File: src/rtl/keypad_scanner_pkg.sv
// Shared types, matrix dimensions and small helpers for the 4x4 keypad scanner.
package keypad_scanner_pkg;

    localparam int KEY_W    = 4;
    localparam int NUM_ROWS = 4;
    localparam int NUM_COLS = 4;

    typedef logic [1:0] row_idx_t;
    typedef logic [1:0] col_idx_t;

    typedef enum logic [1:0] {
        SCAN     = 2'd0,
        DEBOUNCE = 2'd1,
        HELD     = 2'd2
    } kp_state_e;

    // Active-low one-hot strobe for the given column.
    function automatic logic [NUM_COLS-1:0] col_strobe(input col_idx_t col);
        return ~(4'b0001 << col);
    endfunction

    // Index of the lowest-numbered row pulled low; rows are active-low.
    function automatic row_idx_t lowest_low_row(input logic [NUM_ROWS-1:0] rows);
        row_idx_t idx;
        idx = 2'd0;
        for (int i = NUM_ROWS - 1; i >= 0; i--) begin
            if (!rows[i]) begin
                idx = 2'(i);
            end else begin
                idx = idx;
            end
        end
        return idx;
    endfunction

    function automatic logic [KEY_W-1:0] key_encode(input row_idx_t row, input col_idx_t col);
        return {row, col};
    endfunction

endpackage

File: src/rtl/keypad_scanner_if.sv
// Key-code handshake bundle between the keypad scanner (master) and the CPU input port (slave).
interface keypad_scanner_if;
    import keypad_scanner_pkg::*;

    logic [KEY_W-1:0] key_code;
    logic             key_valid;
    logic             key_ack;
    logic             key_down;
    logic             overrun;

    modport master (
        output key_code,
        output key_valid,
        output key_down,
        output overrun,
        input  key_ack
    );

    modport slave (
        input  key_code,
        input  key_valid,
        input  key_down,
        input  overrun,
        output key_ack
    );

endinterface

File: src/rtl/keypad_scanner_sync_2ff.sv
// Generic-width two-flop synchroniser for asynchronous level inputs.
module sync_2ff #(
    parameter int               WIDTH   = 1,
    parameter logic [WIDTH-1:0] RST_VAL = {WIDTH{1'b0}}
) (
    input  logic             clk,
    input  logic             rst_n,
    input  logic [WIDTH-1:0] d_i,
    output logic [WIDTH-1:0] q_o
);

    logic [WIDTH-1:0] meta_q;
    logic [WIDTH-1:0] sync_q;

    // Two back-to-back capture stages.
    always_ff @(posedge clk or negedge rst_n) begin
        if (!rst_n) begin
            meta_q <= RST_VAL;
            sync_q <= RST_VAL;
        end else begin
            meta_q <= d_i;
            sync_q <= meta_q;
        end
    end

    assign q_o = sync_q;

endmodule

File: src/rtl/keypad_scanner.sv
// 4x4 matrix keypad scanner: column strobe, row debounce, key encoding and valid/ack handshake.
// Optional auto-repeat while a key is held is enabled with `define KEYPAD_REPEAT_EN.
module keypad_scanner
    import keypad_scanner_pkg::*;
#(
    parameter int SCAN_DIV     = 1000,
    parameter int DEBOUNCE_CNT = 20000,
    parameter int REPEAT_DELAY = 5000000
) (
    input  logic                clk,
    input  logic                rst_n,
    output logic [NUM_COLS-1:0] col_drive,
    input  logic [NUM_ROWS-1:0] row_sense,
    keypad_scanner_if.master    kif
);

    localparam int SCAN_W = $clog2(SCAN_DIV);
    localparam int DEB_W  = $clog2(DEBOUNCE_CNT);
    localparam logic [SCAN_W-1:0] SCAN_LAST = SCAN_W'(SCAN_DIV - 1);
    localparam logic [DEB_W-1:0]  DEB_LAST  = DEB_W'(DEBOUNCE_CNT - 1);

    if (SCAN_DIV < 4 || DEBOUNCE_CNT < 2 || REPEAT_DELAY < 2) begin : g_param_check
        $error("keypad_scanner: parameter below its minimum");
    end

    logic [NUM_ROWS-1:0] rows_s;
    logic                row_low_s;
    logic                emit_s;

    kp_state_e           state_q,     state_d;
    col_idx_t            col_q,       col_d;
    logic [NUM_COLS-1:0] col_drive_q, col_drive_d;
    logic [SCAN_W-1:0]   scan_cnt_q,  scan_cnt_d;
    logic [DEB_W-1:0]    deb_cnt_q,   deb_cnt_d;
    row_idx_t            cand_row_q,  cand_row_d;
    col_idx_t            cand_col_q,  cand_col_d;
    logic [KEY_W-1:0]    key_code_q,  key_code_d;
    logic                key_valid_q, key_valid_d;
    logic                key_down_q,  key_down_d;
    logic                overrun_q,   overrun_d;

`ifdef KEYPAD_REPEAT_EN
    localparam int REP_W = $clog2(REPEAT_DELAY);
    localparam logic [REP_W-1:0] REP_LAST = REP_W'(REPEAT_DELAY - 1);
    logic [REP_W-1:0] rep_cnt_q, rep_cnt_d;
`endif

    sync_2ff #(
        .WIDTH   (NUM_ROWS),
        .RST_VAL ({NUM_ROWS{1'b1}})
    ) u_row_sync (
        .clk   (clk),
        .rst_n (rst_n),
        .d_i   (row_sense),
        .q_o   (rows_s)
    );

    assign row_low_s = ~rows_s[cand_row_q];

    // Scan / debounce / hold sequencing and the accept pulse.
    always_comb begin
        state_d    = state_q;
        col_d      = col_q;
        scan_cnt_d = scan_cnt_q;
        deb_cnt_d  = deb_cnt_q;
        cand_row_d = cand_row_q;
        cand_col_d = cand_col_q;
        key_down_d = key_down_q;
        emit_s     = 1'b0;
`ifdef KEYPAD_REPEAT_EN
        rep_cnt_d  = rep_cnt_q;
`endif

        case (state_q)
            SCAN: begin
                if (scan_cnt_q == SCAN_LAST) begin
                    scan_cnt_d = {SCAN_W{1'b0}};
                    if (rows_s == 4'hF) begin
                        col_d = col_q + 2'd1;
                    end else begin
                        cand_col_d = col_q;
                        cand_row_d = lowest_low_row(rows_s);
                        deb_cnt_d  = {DEB_W{1'b0}};
                        state_d    = DEBOUNCE;
                    end
                end else begin
                    scan_cnt_d = scan_cnt_q + SCAN_W'(1'b1);
                end
            end

            DEBOUNCE: begin
                if (row_low_s) begin
                    if (deb_cnt_q == DEB_LAST) begin
                        emit_s     = 1'b1;
                        key_down_d = 1'b1;
                        deb_cnt_d  = {DEB_W{1'b0}};
                        state_d    = HELD;
`ifdef KEYPAD_REPEAT_EN
                        rep_cnt_d  = {REP_W{1'b0}};
`endif
                    end else begin
                        deb_cnt_d = deb_cnt_q + DEB_W'(1'b1);
                    end
                end else begin
                    // Bounce: give up on this candidate and move on to the next column.
                    deb_cnt_d  = {DEB_W{1'b0}};
                    scan_cnt_d = {SCAN_W{1'b0}};
                    col_d      = col_q + 2'd1;
                    state_d    = SCAN;
                end
            end

            HELD: begin
                if (row_low_s) begin
                    deb_cnt_d = {DEB_W{1'b0}};
`ifdef KEYPAD_REPEAT_EN
                    if (rep_cnt_q == REP_LAST) begin
                        emit_s    = 1'b1;
                        rep_cnt_d = {REP_W{1'b0}};
                    end else begin
                        rep_cnt_d = rep_cnt_q + REP_W'(1'b1);
                    end
`endif
                end else begin
`ifdef KEYPAD_REPEAT_EN
                    rep_cnt_d = {REP_W{1'b0}};
`endif
                    if (deb_cnt_q == DEB_LAST) begin
                        key_down_d = 1'b0;
                        deb_cnt_d  = {DEB_W{1'b0}};
                        scan_cnt_d = {SCAN_W{1'b0}};
                        col_d      = col_q + 2'd1;
                        state_d    = SCAN;
                    end else begin
                        deb_cnt_d = deb_cnt_q + DEB_W'(1'b1);
                    end
                end
            end

            default: begin
                state_d    = SCAN;
                col_d      = 2'd0;
                scan_cnt_d = {SCAN_W{1'b0}};
                deb_cnt_d  = {DEB_W{1'b0}};
                key_down_d = 1'b0;
            end
        endcase

        col_drive_d = col_strobe(col_d);
    end

    // Consumer handshake; an accept racing a same-cycle ack replaces the key instead of overrunning.
    always_comb begin
        key_code_d  = key_code_q;
        key_valid_d = key_valid_q;
        overrun_d   = overrun_q;
        if (emit_s) begin
            if (key_valid_q && !kif.key_ack) begin
                overrun_d = 1'b1;
            end else begin
                key_code_d  = key_encode(cand_row_q, cand_col_q);
                key_valid_d = 1'b1;
            end
        end else if (kif.key_ack && key_valid_q) begin
            key_valid_d = 1'b0;
        end else begin
            key_valid_d = key_valid_q;
        end
    end

    // State and output registers.
    always_ff @(posedge clk or negedge rst_n) begin
        if (!rst_n) begin
            state_q     <= SCAN;
            col_q       <= 2'd0;
            col_drive_q <= 4'b1110;
            scan_cnt_q  <= {SCAN_W{1'b0}};
            deb_cnt_q   <= {DEB_W{1'b0}};
            cand_row_q  <= 2'd0;
            cand_col_q  <= 2'd0;
            key_code_q  <= 4'd0;
            key_valid_q <= 1'b0;
            key_down_q  <= 1'b0;
            overrun_q   <= 1'b0;
`ifdef KEYPAD_REPEAT_EN
            rep_cnt_q   <= {REP_W{1'b0}};
`endif
        end else begin
            state_q     <= state_d;
            col_q       <= col_d;
            col_drive_q <= col_drive_d;
            scan_cnt_q  <= scan_cnt_d;
            deb_cnt_q   <= deb_cnt_d;
            cand_row_q  <= cand_row_d;
            cand_col_q  <= cand_col_d;
            key_code_q  <= key_code_d;
            key_valid_q <= key_valid_d;
            key_down_q  <= key_down_d;
            overrun_q   <= overrun_d;
`ifdef KEYPAD_REPEAT_EN
            rep_cnt_q   <= rep_cnt_d;
`endif
        end
    end

    assign col_drive     = col_drive_q;
    assign kif.key_code  = key_code_q;
    assign kif.key_valid = key_valid_q;
    assign kif.key_down  = key_down_q;
    assign kif.overrun   = overrun_q;

endmodule

File: src/flat_wrapper.sv
// flat-port wrapper written by rule: the top's interface ports become plain ports
module keypad_scanner_flat import keypad_scanner_pkg::*;
#(
    parameter int SCAN_DIV     = 1000,
    parameter int DEBOUNCE_CNT = 20000,
    parameter int REPEAT_DELAY = 5000000
)
  (clk, rst_n, col_drive, row_sense, kif_key_code, kif_key_valid, kif_key_down, kif_overrun, kif_key_ack);
  keypad_scanner_if kif_i ();
  input  logic clk;
  input  logic rst_n;
  output logic [NUM_COLS-1:0] col_drive;
  input  logic [NUM_ROWS-1:0] row_sense;
  output wire logic [$bits(kif_i.key_code)-1:0] kif_key_code;
  output wire logic [$bits(kif_i.key_valid)-1:0] kif_key_valid;
  output wire logic [$bits(kif_i.key_down)-1:0] kif_key_down;
  output wire logic [$bits(kif_i.overrun)-1:0] kif_overrun;
  input wire logic [$bits(kif_i.key_ack)-1:0] kif_key_ack;
  assign kif_key_code = kif_i.key_code;
  assign kif_key_valid = kif_i.key_valid;
  assign kif_key_down = kif_i.key_down;
  assign kif_overrun = kif_i.overrun;
  assign kif_i.key_ack = kif_key_ack;
  keypad_scanner #(.SCAN_DIV(SCAN_DIV), .DEBOUNCE_CNT(DEBOUNCE_CNT), .REPEAT_DELAY(REPEAT_DELAY)) u_core (.clk(clk), .rst_n(rst_n), .col_drive(col_drive), .row_sense(row_sense), .kif(kif_i));
endmodule
File: config.mk
export PLATFORM = sky130hd
export DESIGN_NAME = keypad_scanner_flat
export DESIGN_NICKNAME = d
export VERILOG_FILES = /design/src/rtl/keypad_scanner_pkg.sv /design/src/rtl/keypad_scanner_if.sv /design/src/rtl/keypad_scanner_sync_2ff.sv /design/src/rtl/keypad_scanner.sv /design/src/flat_wrapper.sv
export SDC_FILE = /design/constraint.sdc
export NUM_CORES = 1
export LEC_CHECK = 0
export BUFFER_PORTS_ARGS = -buffer_cell sky130_fd_sc_hd__buf_4
export CAP_MARGIN = 10
export CELL_PAD_IN_SITES_DETAIL_PLACEMENT = 1
export CELL_PAD_IN_SITES_GLOBAL_PLACEMENT = 1
export CORE_MARGIN = 2
export CORE_UTILIZATION = 40
export DETAILED_ROUTE_END_ITERATION = 8
export PLACE_DENSITY_LB_ADDON = 0.15
export SETUP_SLACK_MARGIN = 0.4
export SLEW_MARGIN = 20
export SYNTH_ARGS = -nofsm -noshare
export SYNTH_HDL_FRONTEND = slang
export SYNTH_SLANG_ARGS = --single-unit
File: constraint.sdc
create_clock -name clk -period 2.4 [get_ports clk]
set_input_delay 0.24 -clock clk [delete_from_list [all_inputs] [get_ports clk]]
set_output_delay 0.24 -clock clk [all_outputs]
set_load 0.01 [all_outputs]
Yosys cells after proc, flatten, opt, wreduce, memory -nomap -nowiden --
Cells that the tools add are included.
Operators by class: add/sub/neg operators 3, order comparisons 1, eq/ne operators 14, shifts and indexed selects 1, mux-type cells 41, bitwise gates (word level) 4, reductions and logical operators 13
Operators by type and width (count):
- two-way mux 15 bit | 5
- one-hot mux 15 bit (3 select lines) | 1
- two-way mux 10 bit | 4
- two-way mux 2 bit | 15
- one-hot mux 10 bit (3 select lines) | 1
- adder 15 x 1 -> 15 bit, second input constant | 1
- equality test 15 bit, second input constant | 1
- one-hot mux 2 bit (3 select lines) | 2
- two-way mux 1 bit | 11
- adder 10 x 1 -> 10 bit, second input constant | 1
- equality test 10 bit, second input constant | 1
- != test 2 x 1 -> 1 bit, second input constant | 5
- AND reduction 5 bit | 2
- AND reduction 2 bit | 4
- != test 2 bit, second input constant | 3
- AND reduction 3 bit | 2
- equality test 4 bit, second input constant | 1
- inverter 4 bit | 1
- << shifter 1 x 2 -> 4 bit, first input constant | 1
- less-than comparator 2 x 3 -> 1 bit, second input constant | 1
- != test 3 x 1 -> 1 bit, second input constant | 1
- inverter 1 bit | 3
- one-hot mux 1 bit (3 select lines) | 1
- adder 2 x 1 -> 2 bit, second input constant | 1
- 7 further kinds | 8
Word-level totals: flip-flop bits (word level) 52, bits of input ports 7, output and inout port bits 11, logic and storage cells 90

Logic depth before layout (Yosys ltp) --
Gate-level depths: netlist (run 1).
word-level depth 6, depth in mapped cells 8, gate-level depth less buffers 8

Hierarchy --
Synthesis (run 1) repeated with hierarchy kept, for this count alone.
Unflattened totals: cells, all modules 256, area, all modules 2685.1 sq um
By module, submodules not included:
- keypad_scanner | instances 1, cells each 248, area an instance 2474.9 sq um, sequential area each 1104.8 sq um
- sync_2ff | instances 1, cells each 8, area an instance 210.2 sq um, sequential area each 210.2 sq um

Worst setup path after synthesis (run 1) --
No wires, ideal clock.
path kind flip-flop to flip-flop, start register u_core.deb_cnt_q[8], end register u_core.deb_cnt_q[6], library setup time 0.126 ns, data arrival time 2.108 ns, required time 2.274 ns, path slack 0.166 ns, stages on the path, launching flop included 9, buffers on the path 2, period minus slack after synthesis 2.234 ns, cell sequence dfrtp_1 buf_6 or4b_4 or4_4 o211ai_2 buf_6 a21oi_1 o21ai_1 o31ai_1
On the way: word-level cells in the longest chain between the ends 4, elaborated cells on any way between the ends 5, those cells by class 1 x eq/ne; 4 x mux
Ends and longest elaborated chain:
- start, declared | line keypad_scanner.sv:34 | logic [DEB_W-1:0] deb_cnt_q, deb_cnt_d;
- start signal, assigned | line keypad_scanner.sv:178 | deb_cnt_q <= {DEB_W{1'b0}};
- start signal, assigned | line keypad_scanner.sv:193 | deb_cnt_q <= deb_cnt_d;
- equality test 15 bit (*) | line keypad_scanner.sv:93, keypad_scanner.sv:128
- two-way mux 15 bit (*) | line keypad_scanner.sv:93, keypad_scanner.sv:128
- two-way mux 15 bit, on equally long branches | line keypad_scanner.sv:114, keypad_scanner.sv:92
- one-hot mux 15 bit (3 select lines) (*) | line keypad_scanner.sv:74 | case (state_q)
Mark *: on every way between the ends. The rest lies on a longest branch, timed or not. A chain may end at the register's enable or synchronous reset.

Final worst setup path (run 1) --
start register u_core.deb_cnt_q[13], end register u_core.state_q[0]
On the way: word-level cells in the longest chain between the ends 3, elaborated cells on any way between the ends 4, those cells by class 3 x eq/ne; 1 x reduce/logical
Ends and longest elaborated chain:
- equality test 15 bit (*) | line keypad_scanner.sv:93, keypad_scanner.sv:128
- != test 3 x 1 -> 1 bit (no source line) or != test 2 x 1 -> 1 bit (tied branches)
- AND reduction 5 bit (no source line) (*)
- end signal, assigned | line keypad_scanner.sv:189 | state_q <= state_d;
- end, declared | line keypad_scanner.sv:30 | kp_state_e state_q, state_d;
Marked as above.

==> results of run 1 <==
-- layer usage --
metal | vias up | global-route usage
met5 | - | 0
met3 | 8 | 0.0324
li1 | 1069 | -
met4 | 0 | 0.0390
met2 | 22 | 0.380
met1 | 1176 | 0.255
-- logic make-up (layout without fill, tap and decap cells) --
family,after synthesis,count (layout),synth area share
fa+ha+maj,6,6,0.0291
flops,52,52,0.509
xor+xnor,4,4,0.0136
mux,8,8,0.0387
buf+inv,15,81,0.0295
compound gates,67,67,0.163
simple gates,105,105,0.217
-- where the power goes --
part	internal [mW]	total [mW]	switching (mW)
registers	0.888	0.893	0.00461
logic	0.0109	0.0342	0.0233
clock network	0.236	0.525	0.288
-- metrics by stage --
stage,worst slack (ns),utilization,instances,setup TNS (ns),hold WS (ns)
6_report,0.0659,0.571,400,0,0.0478
5_1_grt,-0.00297,0.571,400,-0.00297,0.0196
4_1_cts,0.139,0.534,386,0,0.0347
3_5_place_dp,0.120,0.472,366,0,0.318
3_3_place_gp,0.138,0.472,366,0,0.315
2_1_floorplan,0.318,-,257,0,-0.0556
-- synthesized netlist by cell type, types with 2 or more instances --
cell type  number  area [sq um]
o31ai_1         7          52.6
clkbuf_1        5          18.8
a21oi_1        11          55.1
inv_1           6          22.5
and4_1          4          35.0
mux2_2          6          67.6
ha_1            6          75.1
nand3_1        16          80.1
nand2b_1        4          25.0
o41ai_1         2          17.5
dfstp_2        11           289
nand2_1        31           116
xor2_1          3          26.3
and3_1          9          56.3
o21ai_0        23           115
nand4_1         5          31.3
nor2_1         13          48.8
nor3_1          7          35.0
nor4_1          2          12.5
or3_1           2          12.5
buf_6           2          22.5
o21ai_1         9          45.0
or2_1           2          12.5
a31oi_1         4          25.0
dfrtp_1        41          1030
-- sequential cells by signal, indices dropped and copies added, names as in the netlist --
name	cells
u_core.deb_cnt_q	15
u_core.scan_cnt_q	10
u_core.col_drive	4
u_core.kif.key_code	4
u_core.u_row_sync.meta_q	4
u_core.u_row_sync.q_o	4
u_core.cand_col_q	2
u_core.cand_row_q	2
u_core.col_q	2
u_core.state_q	2
u_core.kif.key_down	1
u_core.kif.key_valid	1
u_core.kif.overrun	1
-- path summary, 6_finish.rpt --
path                                                       start                                     to  slack [ns]  cells past startpoint
hold reg to reg            u_core.u_row_sync.meta_q[2]$_DFF_PN1_     u_core.u_row_sync.q_o[2]$_DFF_PN1_        0.36                      0
setup reg to reg                u_core.deb_cnt_q[13]$_DFFE_PN0P_          u_core.state_q[0]$_DFFE_PN0P_        0.07                      5
hold / removal                                      row_sense[0]  u_core.u_row_sync.meta_q[0]$_DFF_PN1_        0.05                      1
min in group asynchronous                                  rst_n       u_core.scan_cnt_q[6]$_DFFE_PN0P_        0.50                      2
max in group asynchronous                                  rst_n        u_core.deb_cnt_q[1]$_DFFE_PN0P_        1.41                      2
setup / recovery                u_core.deb_cnt_q[13]$_DFFE_PN0P_          u_core.state_q[0]$_DFFE_PN0P_        0.07                      5
-- timing repair --
| item | CTS | global route |
|---|---|---|
| endpoints found under the hold margin | 41 | 0 |
| resized for setup | 53 | 33 |
| setup endpoints to repair | 41 | 40 |
| buffers inserted | 11 | 14 |
| hold buffers | 1 | 0 |
| pin swaps | 14 | 12 |
-- final cells by class --
class                   instances  area (sq um)  area share
multi-input cells             190          1500       0.415
flip-flops and latches         52          1320       0.366
repair buffers                 67           579       0.161
well taps                      77          96.3      0.0267
clock buffers                   8          90.1      0.0250
inverters                       6          22.5     0.00625
==> summary.txt, run 1 <==
Worst hold path
  – Hold/Removal Path Class: in -> reg

Clock network
  – TritonCTS Sinks: 52
  – CTS Buffer Depth: 2
  – Clock insertion delay at the later pin of the skew report: 0.31 ns
  – Reg clk slew, reported paths: 0.09 ns
  – CTS tree: yes
  – Clock Tree Root: clkbuf_8
  – Level count of the clock H-tree: 2
  – Total CTS buffers: 5

STA
  – # setup viols final: 0
  – FMAX: 0.428 GHz
  – Slew Limit Fails: 0
  – Unrepaired setup endpoints after global routing: true
  – Tcrit/Tclk final: 0.973
  – Count of final hold-check violations: 0
  – Slew HR: 0.557
  – Tmin final: 2.33 ns
  – Clock skew: 0.0180 ns
  – Worst Tran Pin Value: between 0.6 and 0.7 ns

Critical path
  – Crit start category: flip-flop
  – Top delay family on crit path: simple AND/OR/NAND/NOR gates
  – Critical path type: reg -> reg
  – Crit-path slowest cell: or4_4
  – Critical-path maximum fanout: 4
  – Worst EP arrival: 2.53 ns
  – Worst Path Required: 2.59 ns
  – CP bufs+invs: 0
  – Crit end category: flip-flop
  – Worst-path cell chain: or4b_4 > or4_4 > o21ai_2 > nand3_1 > a32o_1
  – CP max stage delay: 0.61 ns

Routing
  – Post-route ant nets: 0
  – Total wire length: 7470 microns
  – Drc violations: 0
  – Met1 wire length: 3110 microns
  – Routed via count: 2275
  – Detailed-route wire length per cell: about 19 microns
  – DR WL met3: ~130 microns
  – Max layer used: met4
  – Metal2 WL: 4140 microns
  – Pre-Repair DR Iteration Count: 4
  – DRT iter0 DRCs: 76
  – Vias per cell: approximately 5.7

Layout
  – Area grow syn2layout: 39.4%
  – Commonest non-fill, non-tap cell in the layout: buf_4
  – Fillers: 699
  – Fraction of layout cells with a size suffix above 1: 0.461
  – Most frequent cells in the layout: 51 x buf_4, 39 x dfrtp_1, 30 x nand2_1
  – Fin area: 3600 sq um
  – Nets: 335
  – Antenna Cells: 0

Synthesis
  – Mapped Avg Cell Area: between 10 and 15 sq um
  – Synth Flop Type: dfrtp_1
  – Post-Syn Instances: roughly 260
  – Syn Nets: 270
  – Yosys warnings: 0
  – Register bit count reported by yosys: 52
  – Post-synth EDFFs: 0
  – Async set-reset flop share out of synthesis: 1.00
  – Distinct cells, synth: 51
  – Post-Syn Area: roughly 2600 sq um
  – Seq/Total Area, Yosys: 0.509

Floorplanning
  – Initial Util: 0.409
  – Die Y: about 84 microns
  – Top Ports: 18
  – Die W: 84.4 microns
  – Die area: a little over 7000 sq um
  – Core ar.: around 6300 sq um
  – Number of core rows: 29

Run status
  – Outcome: completed

Power and ir drop
  – Leakage Power: ~1.6 nW
  – Maximum VDD drop: 0.000233 V
  – Cell area power density: 403 nW/um^2
  – Tot Pwr: between 1 and 1.5 mW

Global route
  – Number of global-route vias before repair: 2317
  – All-Layer GR Usage: 0.205
  – Total gr overflow: 0
  – Largest net degree at the start of global routing: 53
  – Initial antenna violation count: 0
  – First-pass GRT wire length: 11700 microns

Placed design
  – Gp weighted congestion: 0.753
  – DP Wirelength: between 4000 and 5000 microns
  – DP Area: 2980 sq um
  – Port Buffer Count: 17

Run
  – Max_cap viols: 0
(Power assumes the default switching activity.)
==> inputs of run 2 (changes only) <==
--- a/config.mk
+++ b/config.mk
@@ -5,6 +5,7 @@
 export SDC_FILE = /design/constraint.sdc
 export NUM_CORES = 1
 export LEC_CHECK = 0
+export ABC_AREA = 1
 export BUFFER_PORTS_ARGS = -buffer_cell sky130_fd_sc_hd__buf_4
 export CAP_MARGIN = 10
 export CELL_PAD_IN_SITES_DETAIL_PLACEMENT = 1
==> constraint.sdc (replaced) <==
create_clock -name clk -period 2.25 [get_ports clk]
set_input_delay 0.225 -clock clk [delete_from_list [all_inputs] [get_ports clk]]
set_output_delay 0.225 -clock clk [all_outputs]
set_load 0.01 [all_outputs]
==> run 2 against run 1 <==
First-iteration DRC count increased by 1.3%; final cell count up 25%; via count grew 7.6%; core utilization is 9.0 points lower; cell area is 8.8% lower; worst hold slack better by 0.17 ns; sequential cell count unchanged; critical path type unchanged; largest power group unchanged; highest routed layer unchanged.
==> summary.txt, run 2 <==
Run status
  – Outcome: completed

Critical path
  – Crit-path slowest cell: dfrtp_1
  – Top delay family on crit path: flip-flops
  – CP bufs+invs: 1 (+1)
  – Critical-path maximum fanout: 8 (+4)
  – Worst EP arrival: 1.92 ns (-0.61 ns)
  – Worst Path Required: 2.48 ns (-0.11 ns)
  – CP max stage delay: 0.43 ns (-0.18 ns)
  – Critical path type: reg -> reg
  – Crit end category: flip-flop
  – Worst-path cell chain: inv_1 > ha_1 > nand3_1 > o21ai_0
  – Crit start category: flip-flop

Layout
  – Most frequent cells in the layout: 108 x nand2_1, 49 x inv_1, 41 x dfrtp_1
  – Fraction of layout cells with a size suffix above 1: 0.179 (-0.282)
  – Area grow syn2layout: 15.4%
  – Antenna Cells: 0 (unchanged)
  – Fin area: 3280 sq um (-8.8%)
  – Commonest non-fill, non-tap cell in the layout: nand2_1
  – Nets: 414 (+24%)
  – Largest register by flop count: u_core.deb_cnt_q
  – Multi-input logic area: 1340 sq um (-10%)
  – Storage element area: 1320 sq um (-0.19%)
  – Largest regs: u_core.deb_cnt_q: 15 flops, u_core.scan_cnt_q: 10 flops
  – Fillers: 877 (+25%)
  – Max FFs per register: 15 (unchanged)

Floorplanning
  – Top Ports: 18 (unchanged)
  – Die W: 88.4 microns (+4.7%)
  – Number of core rows: 30 (+3.4%)
  – Die Y: 88.4 microns (+4.7%)
  – Core ar.: 6830 sq um (+8.2%)
  – Die area: 7810 sq um (+9.7%)
  – Initial Util: 0.417 (+0.00743)

Global route
  – All-Layer GR Usage: 0.185 (-0.0199)
  – Largest net degree at the start of global routing: 53 (unchanged)
  – First-pass GRT wire length: 11400 microns (-2.6%)
  – Total gr overflow: 0 (unchanged)
  – Initial antenna violation count: 0 (unchanged)
  – Number of global-route vias before repair: 2511 (+8.4%)

Clock network
  – CTS tree: yes
  – TritonCTS Sinks: 52 (unchanged)
  – Clock Tree Root: clkbuf_8
  – CTS Buffer Depth: 2 (unchanged)
  – Total CTS buffers: 5 (unchanged)
  – Level count of the clock H-tree: 2 (unchanged)
  – Clock insertion delay at the later pin of the skew report: 0.31 ns (about the same)
  – Reg clk slew, reported paths: 0.11 ns (+0.02 ns)

Power and ir drop
  – Tot Pwr: 1.58 mW (+8.9%)
  – Cell area power density: 481 nW/um^2 (+19%)
  – Leakage Power: 1.69 nW (+8.3%)
  – Maximum VDD drop: 0.000253 V (+8.7%)

STA
  – Clock skew: 0.00783 ns (-0.0102 ns)
  – Slew Limit Fails: 0 (unchanged)
  – Count of final hold-check violations: 0 (unchanged)
  – Tmin final: 1.69 ns (-0.642 ns)
  – # setup viols final: 0 (unchanged)
  – Slew HR: 0.563 (+0.00592)
  – FMAX: 0.591 GHz (+38%)
  – Unrepaired setup endpoints after global routing: true
  – Hold_ws: 0.216 ns (+0.169 ns)
  – Tcrit/Tclk final: 0.752 (-0.221)
  – Worst Tran Pin Value: 0.656 ns (-0.00888 ns)
  – Setup TNS: 0 ns (unchanged)

Synthesis
  – Post-Syn Instances: 373 (+45%)
  – Synth Flop Type: dfrtp_1
  – Syn Nets: 386 (+43%)
  – Area contributors post-synth: dfrtp_1 36%, nand2_1 15%, dfstp_2 10%, inv_1 6.7%, nand3_1 5.8%
  – Seq/Total Area, Yosys: 0.462 (-0.0470)
  – Post-synth top area cell: dfrtp_1
  – Leading cell type by number of instances after synthesis: nand2_1
  – Async set-reset flop share out of synthesis: 1.00 (unchanged)
  – Distinct cells, synth: 30 (-41%)
  – Top cell type's share of synthesized area: 0.360 (-0.0367)
  – Register bit count reported by yosys: 52 (unchanged)
  – Top cells by count, synth: 110 x nand2_1, 51 x inv_1, 41 x dfrtp_1
  – Yosys warnings: 0 (unchanged)
  – Post-Syn Area: 2850 sq um (+10%)
  – Mapped Avg Cell Area: 7.63 sq um (-24%)
  – Post-synth EDFFs: 0 (unchanged)

Routing
  – Detailed-route wire length per cell: 13.2 microns (-29%)
  – Vias per cell: 4.92 (-14%)
  – Routed via count: 2448 (+7.6%)
  – Pre-Repair DR Iteration Count: 4 (unchanged)
  – DRT iter0 DRCs: 77 (+1.3%)
  – Post-route ant nets: 0 (unchanged)
  – Drc violations: 0 (unchanged)
  – Total wire length: 6560 microns (-12%)

Placed design
  – DP Area: 3070 sq um (+2.9%)
  – Port Buffer Count: 17 (unchanged)
  – DP Wirelength: 4930 microns (+4.6%)
  – Gp weighted congestion: 0.815 (+8.3%)

Run
  – Max_cap viols: 0 (unchanged)

Worst hold path
  – Hold/Removal Path Class: in -> reg
==> run 2: changes by cell type after synthesis, sizes merged, moves of 6 or more <==
cell   change
nand2     +88
mux2       -6
nand3     +18
and3       -9
inv       +50
o31ai      -7
nor2      +30
==> run 2: cell families (layout without fill, tap and decap cells) <==
family / after synthesis / in the layout / synth area share
AO/OA/AOI/OAI: 40 / 40 / 0.0743
XOR/XNOR: 4 / 4 / 0.0123
adder cells (fa/ha/maj): 6 / 6 / 0.0264
buffers and inverters: 59 / 88 / 0.0848
flip-flops: 52 / 52 / 0.462
AND/OR/NAND/NOR: 212 / 212 / 0.340
==> run 2: metrics by stage <==
step / worst slack, ns / util / cells
final: 0.558 / 0.481 / 498
after global routing: 0.354 / 0.481 / 498
after detailed placement: 0.366 / 0.449 / 484
after floorplan: 0.758 / - / 373
after global placement: 0.394 / 0.449 / 484
after CTS: 0.404 / 0.472 / 497
==> run 2: power by group <==
part / switching, mW / leakage (nW) / internal (mW)
combinational: 0.0287 / 0.961 / 0.0158
sequential: 0.00441 / 0.674 / 0.948
clock: 0.348 / 0.0511 / 0.236
==> run 2: repair_timing <==
| item | CTS | global route |
|---|---|---|
| hold buffers | 5 | 0 |
| resized for setup | 2 | 16 |
| endpoints found under the setup margin | 4 | 31 |
| buffers inserted | 0 | 1 |
| hold endpoints to repair | 45 | 0 |
==> run 2: area by class of cell <==
cell class	count	share of cell area
Sequential cell	52	0.400
Clock inverter	3	0.00876
Inverter	56	0.0655
Multi-Input combinational cell	262	0.409
Timing Repair Buffer	24	0.0587
Clock buffer	5	0.0210
Tap cell	96	0.0366
==> run 2: tightest hold or removal path, delay by kind of cell <==
family,cells,cell delay [ns]
buffers and inverters,2,0.10
and+or+nand+nor,2,0.17
==> run 2: path summary, 6_finish.rpt <==
kind | cells after the start | slack [ns] | end | from
max | 4 | 0.56 | u_core.cand_col_q[1]$_DFFE_PN0P_ | u_core.state_q[0]$_DFFE_PN0P_
min | 4 | 0.22 | u_core.kif.key_valid$_DFFE_PN0P_ | kif_key_ack
max reg2reg | 4 | 0.56 | u_core.cand_col_q[1]$_DFFE_PN0P_ | u_core.state_q[0]$_DFFE_PN0P_
min reg2reg | 0 | 0.36 | u_core.u_row_sync.q_o[2]$_DFF_PN1_ | u_core.u_row_sync.meta_q[2]$_DFF_PN1_
max in group asynchronous | 2 | 1.34 | u_core.deb_cnt_q[10]$_DFFE_PN0P_ | rst_n
min in group asynchronous | 2 | 0.48 | u_core.col_drive[0]$_DFF_PN0_ | rst_n
==> run 2: metal layers <==
metal / GRT usage / part of all wire
met5: 0 / 0
met4: 0.0399 / 0.010
met3: 0.0354 / 0.020
met2: 0.326 / 0.50
met1: 0.238 / 0.47
==> inputs of run 3 (changes only) <==
==> constraint.sdc (replaced) <==
create_clock -name clk -period 1.55 [get_ports clk]
set_input_delay 0.155 -clock clk [delete_from_list [all_inputs] [get_ports clk]]
set_output_delay 0.155 -clock clk [all_outputs]
set_load 0.01 [all_outputs]
==> run 3 against run 2 <==
The flow now finishes with violations (setup timing); sequential share of layout area down 11 points; largest power group unchanged; critical path type unchanged; worst hold slack better by 0.058 ns; largest cell class unchanged; register-to-register slack worse by 0.69 ns; sequential cell count unchanged.
==> summary.txt, run 3 (same netlist as run 2, synthesis figures left out) <==
STA
  – Unrepaired setup endpoints after global routing: true
  – Setup WS post-layout: -0.129 ns (-0.687 ns)
  – # setup viols final: 39 (+39)
  – Clock skew: 0.0139 ns (+0.00605 ns)
  – Worst Tran Pin Value: 0.693 ns (+0.0372 ns)
  – Tcrit/Tclk final: 1.08 (+0.331)
  – FMAX: 0.596 GHz (+0.78%)
  – Count of final hold-check violations: 0 (unchanged)
  – Slew Limit Fails: 0 (unchanged)
  – Hold_ws: 0.275 ns (+0.0584 ns)
  – Tmin final: 1.68 ns (-0.0132 ns)
  – Slew HR: 0.538 (-0.0248)

Critical path
  – Critical-path maximum fanout: 7 (-1)
  – Worst Path Required: 1.80 ns (-0.68 ns)
  – Worst EP arrival: 1.93 ns (about the same)
  – Critical path type: reg -> reg
  – Reg2Reg Setup Slack: -0.13 ns (-0.69 ns)
  – Crit start category: flip-flop
  – Crit end category: flip-flop

Layout
  – Multi-input logic area: 1890 sq um (+41%)
  – Fraction of layout cells with a size suffix above 1: 0.526 (+0.347)
  – Storage element area: 1320 sq um (+0.19%)
  – Fillers: 802 (-8.6%)
  – Largest regs: u_core.deb_cnt_q: 15 flops, u_core.scan_cnt_q: 10 flops
  – Nets: 487 (+18%)
  – Area grow syn2layout: 56.7%
  – Max FFs per register: 15 (unchanged)
  – Final core utilization: 0.653 (+0.172)
  – Largest register by flop count: u_core.deb_cnt_q
  – Commonest non-fill, non-tap cell in the layout: buf_4
  – Post-route non-filler standard cell count: 571 (+15%)
  – Antenna Cells: 0 (unchanged)
  – Most frequent cells in the layout: 74 x buf_4, 69 x nand2_1, 39 x dfrtp_1

Global route
  – First-pass GRT wire length: 14100 microns (+24%)
  – Number of global-route vias before repair: 2988 (+19%)
  – Initial antenna violation count: 0 (unchanged)
  – All-Layer GR Usage: 0.234 (+0.0483)
  – Largest net degree at the start of global routing: 53 (unchanged)
  – Total gr overflow: 0 (unchanged)

Routing
  – Vias per cell: 5.22 (+6.2%)
  – DRT iter0 DRCs: 141 (+83%)
  – Drc violations: 0 (unchanged)
  – Detailed-route wire length per cell: 18.9 microns (+44%)
  – Routed via count: 2980 (+22%)
  – Pre-Repair DR Iteration Count: 4 (unchanged)
  – Post-route ant nets: 0 (unchanged)
  – Total wire length: 10800 microns (+65%)

Floorplanning
  – Die Y: 88.4 microns (unchanged)
  – Number of core rows: 30 (unchanged)
  – Top Ports: 18 (unchanged)
  – Die area: 7810 sq um (unchanged)
  – Initial Util: 0.417 (unchanged)
  – Die W: 88.4 microns (unchanged)
  – Core ar.: 6830 sq um (unchanged)

Placed design
  – DP Worst Slack: -0.102 ns (-0.467 ns)
  – Port Buffer Count: 17 (unchanged)
  – DP Wirelength: 5510 microns (+12%)
  – Gp weighted congestion: 0.880 (+8.0%)
  – Cells after DPL: 529 (+9.3%)

Clock network
  – CTS Buffer Depth: 2 (unchanged)
  – Clock Tree Root: clkbuf_8
  – Clock insertion delay at the later pin of the skew report: 0.32 ns (about the same)
  – CTS tree: yes
  – TritonCTS Sinks: 52 (unchanged)
  – Level count of the clock H-tree: 2 (unchanged)
  – Total CTS buffers: 5 (unchanged)
  – Reg clk slew, reported paths: 0.11 ns (about the same)

Power and ir drop
  – Maximum VDD drop: 0.000506 V (+99%)
  – Cell area power density: 524 nW/um^2 (+8.8%)
  – Leakage Power: 2.14 nW (+27%)
  – Tot Pwr: 2.34 mW (+48%)

Run status
  – Outcome: finished with violations
  – Violated checks: setup timing

Worst hold path
  – Hold/Removal Path Class: in -> reg

Run
  – Max_cap viols: 0 (unchanged)
run 3: cell type report:
class	count	area share
Clock buffer	5	0.0154
Clock inverter	3	0.00589
Inverter	56	0.0527
Multi-Input combinational cell	264	0.425
Sequential cell	52	0.295
Tap cell	96	0.0269
Timing Repair Buffer	95	0.179
run 3: path summary, 6_finish.rpt:
kind | endpoint | cells after the start | startpoint
min reg2reg | u_core.u_row_sync.q_o[3]$_DFF_PN1_ | 0 | u_core.u_row_sync.meta_q[3]$_DFF_PN1_
max | u_core.deb_cnt_q[8]$_DFFE_PN0P_ | 11 | u_core.scan_cnt_q[0]$_DFFE_PN0P_
min in group asynchronous | u_core.col_q[0]$_DFF_PN0_ | 2 | rst_n
max reg2reg | u_core.deb_cnt_q[8]$_DFFE_PN0P_ | 11 | u_core.scan_cnt_q[0]$_DFFE_PN0P_
max in group asynchronous | u_core.deb_cnt_q[6]$_DFFE_PN0P_ | 2 | rst_n
min | u_core.kif.key_valid$_DFFE_PN0P_ | 4 | kif_key_ack
run 3: power breakdown:
group	internal, mW	leakage (nW)	switching, mW
sequential	1.38	0.671	0.00905
combinational	0.0406	1.42	0.0573
clock	0.331	0.0487	0.522
total	1.75	2.14	0.588
run 3: timing repair:
| action | 4_1_cts | 5_1_grt |
|---|---|---|
| endpoints found under the setup margin | 44 | 44 |
| gates cloned | 2 | 0 |
| hold endpoints to repair | 45 | 0 |
| hold buffers | 5 | 0 |
| pin swaps | 12 | 37 |
| gates resized for setup | 51 | 116 |
| setup buffers | 15 | 12 |
run 3: metal layers:
| layer | share of wire | global-route usage | routed length [microns] | vias to the layer above |
|---|---|---|---|---|
| li1 | - | - | - | 1379 |
| met5 | 0 | 0 | 0 | - |
| met2 | 0.54 | 0.415 | 5840 | 63 |
| met1 | 0.39 | 0.290 | 4250 | 1504 |
| met3 | 0.030 | 0.0382 | 325 | 34 |
| met4 | 0.037 | 0.0730 | 395 | 0 |
run 3: metrics by stage:
| stage | TNS [ns] | area (sq um) |
|---|---|---|
| after floorplan | 0 | 2920 |
| after global placement | -0.304 | 3480 |
| after detailed placement | -0.985 | 3480 |
| after CTS | -0.142 | 3950 |
| after global routing | -5.06 | 4460 |
| final | -2.48 | 4460 |
run 3: critical path: stages, from the launching register on:
cell	delay (ns)
dfrtp_1	0.41
ha_4	0.16
nand2_4	0.06
nor2_4	0.11
nand2_4	0.07
nor2_8	0.16
nand2_8	0.10
nand2_8	0.11
nand2_2	0.08
o21ai_2	0.14
nand2_1	0.09
nor2_1	0.12
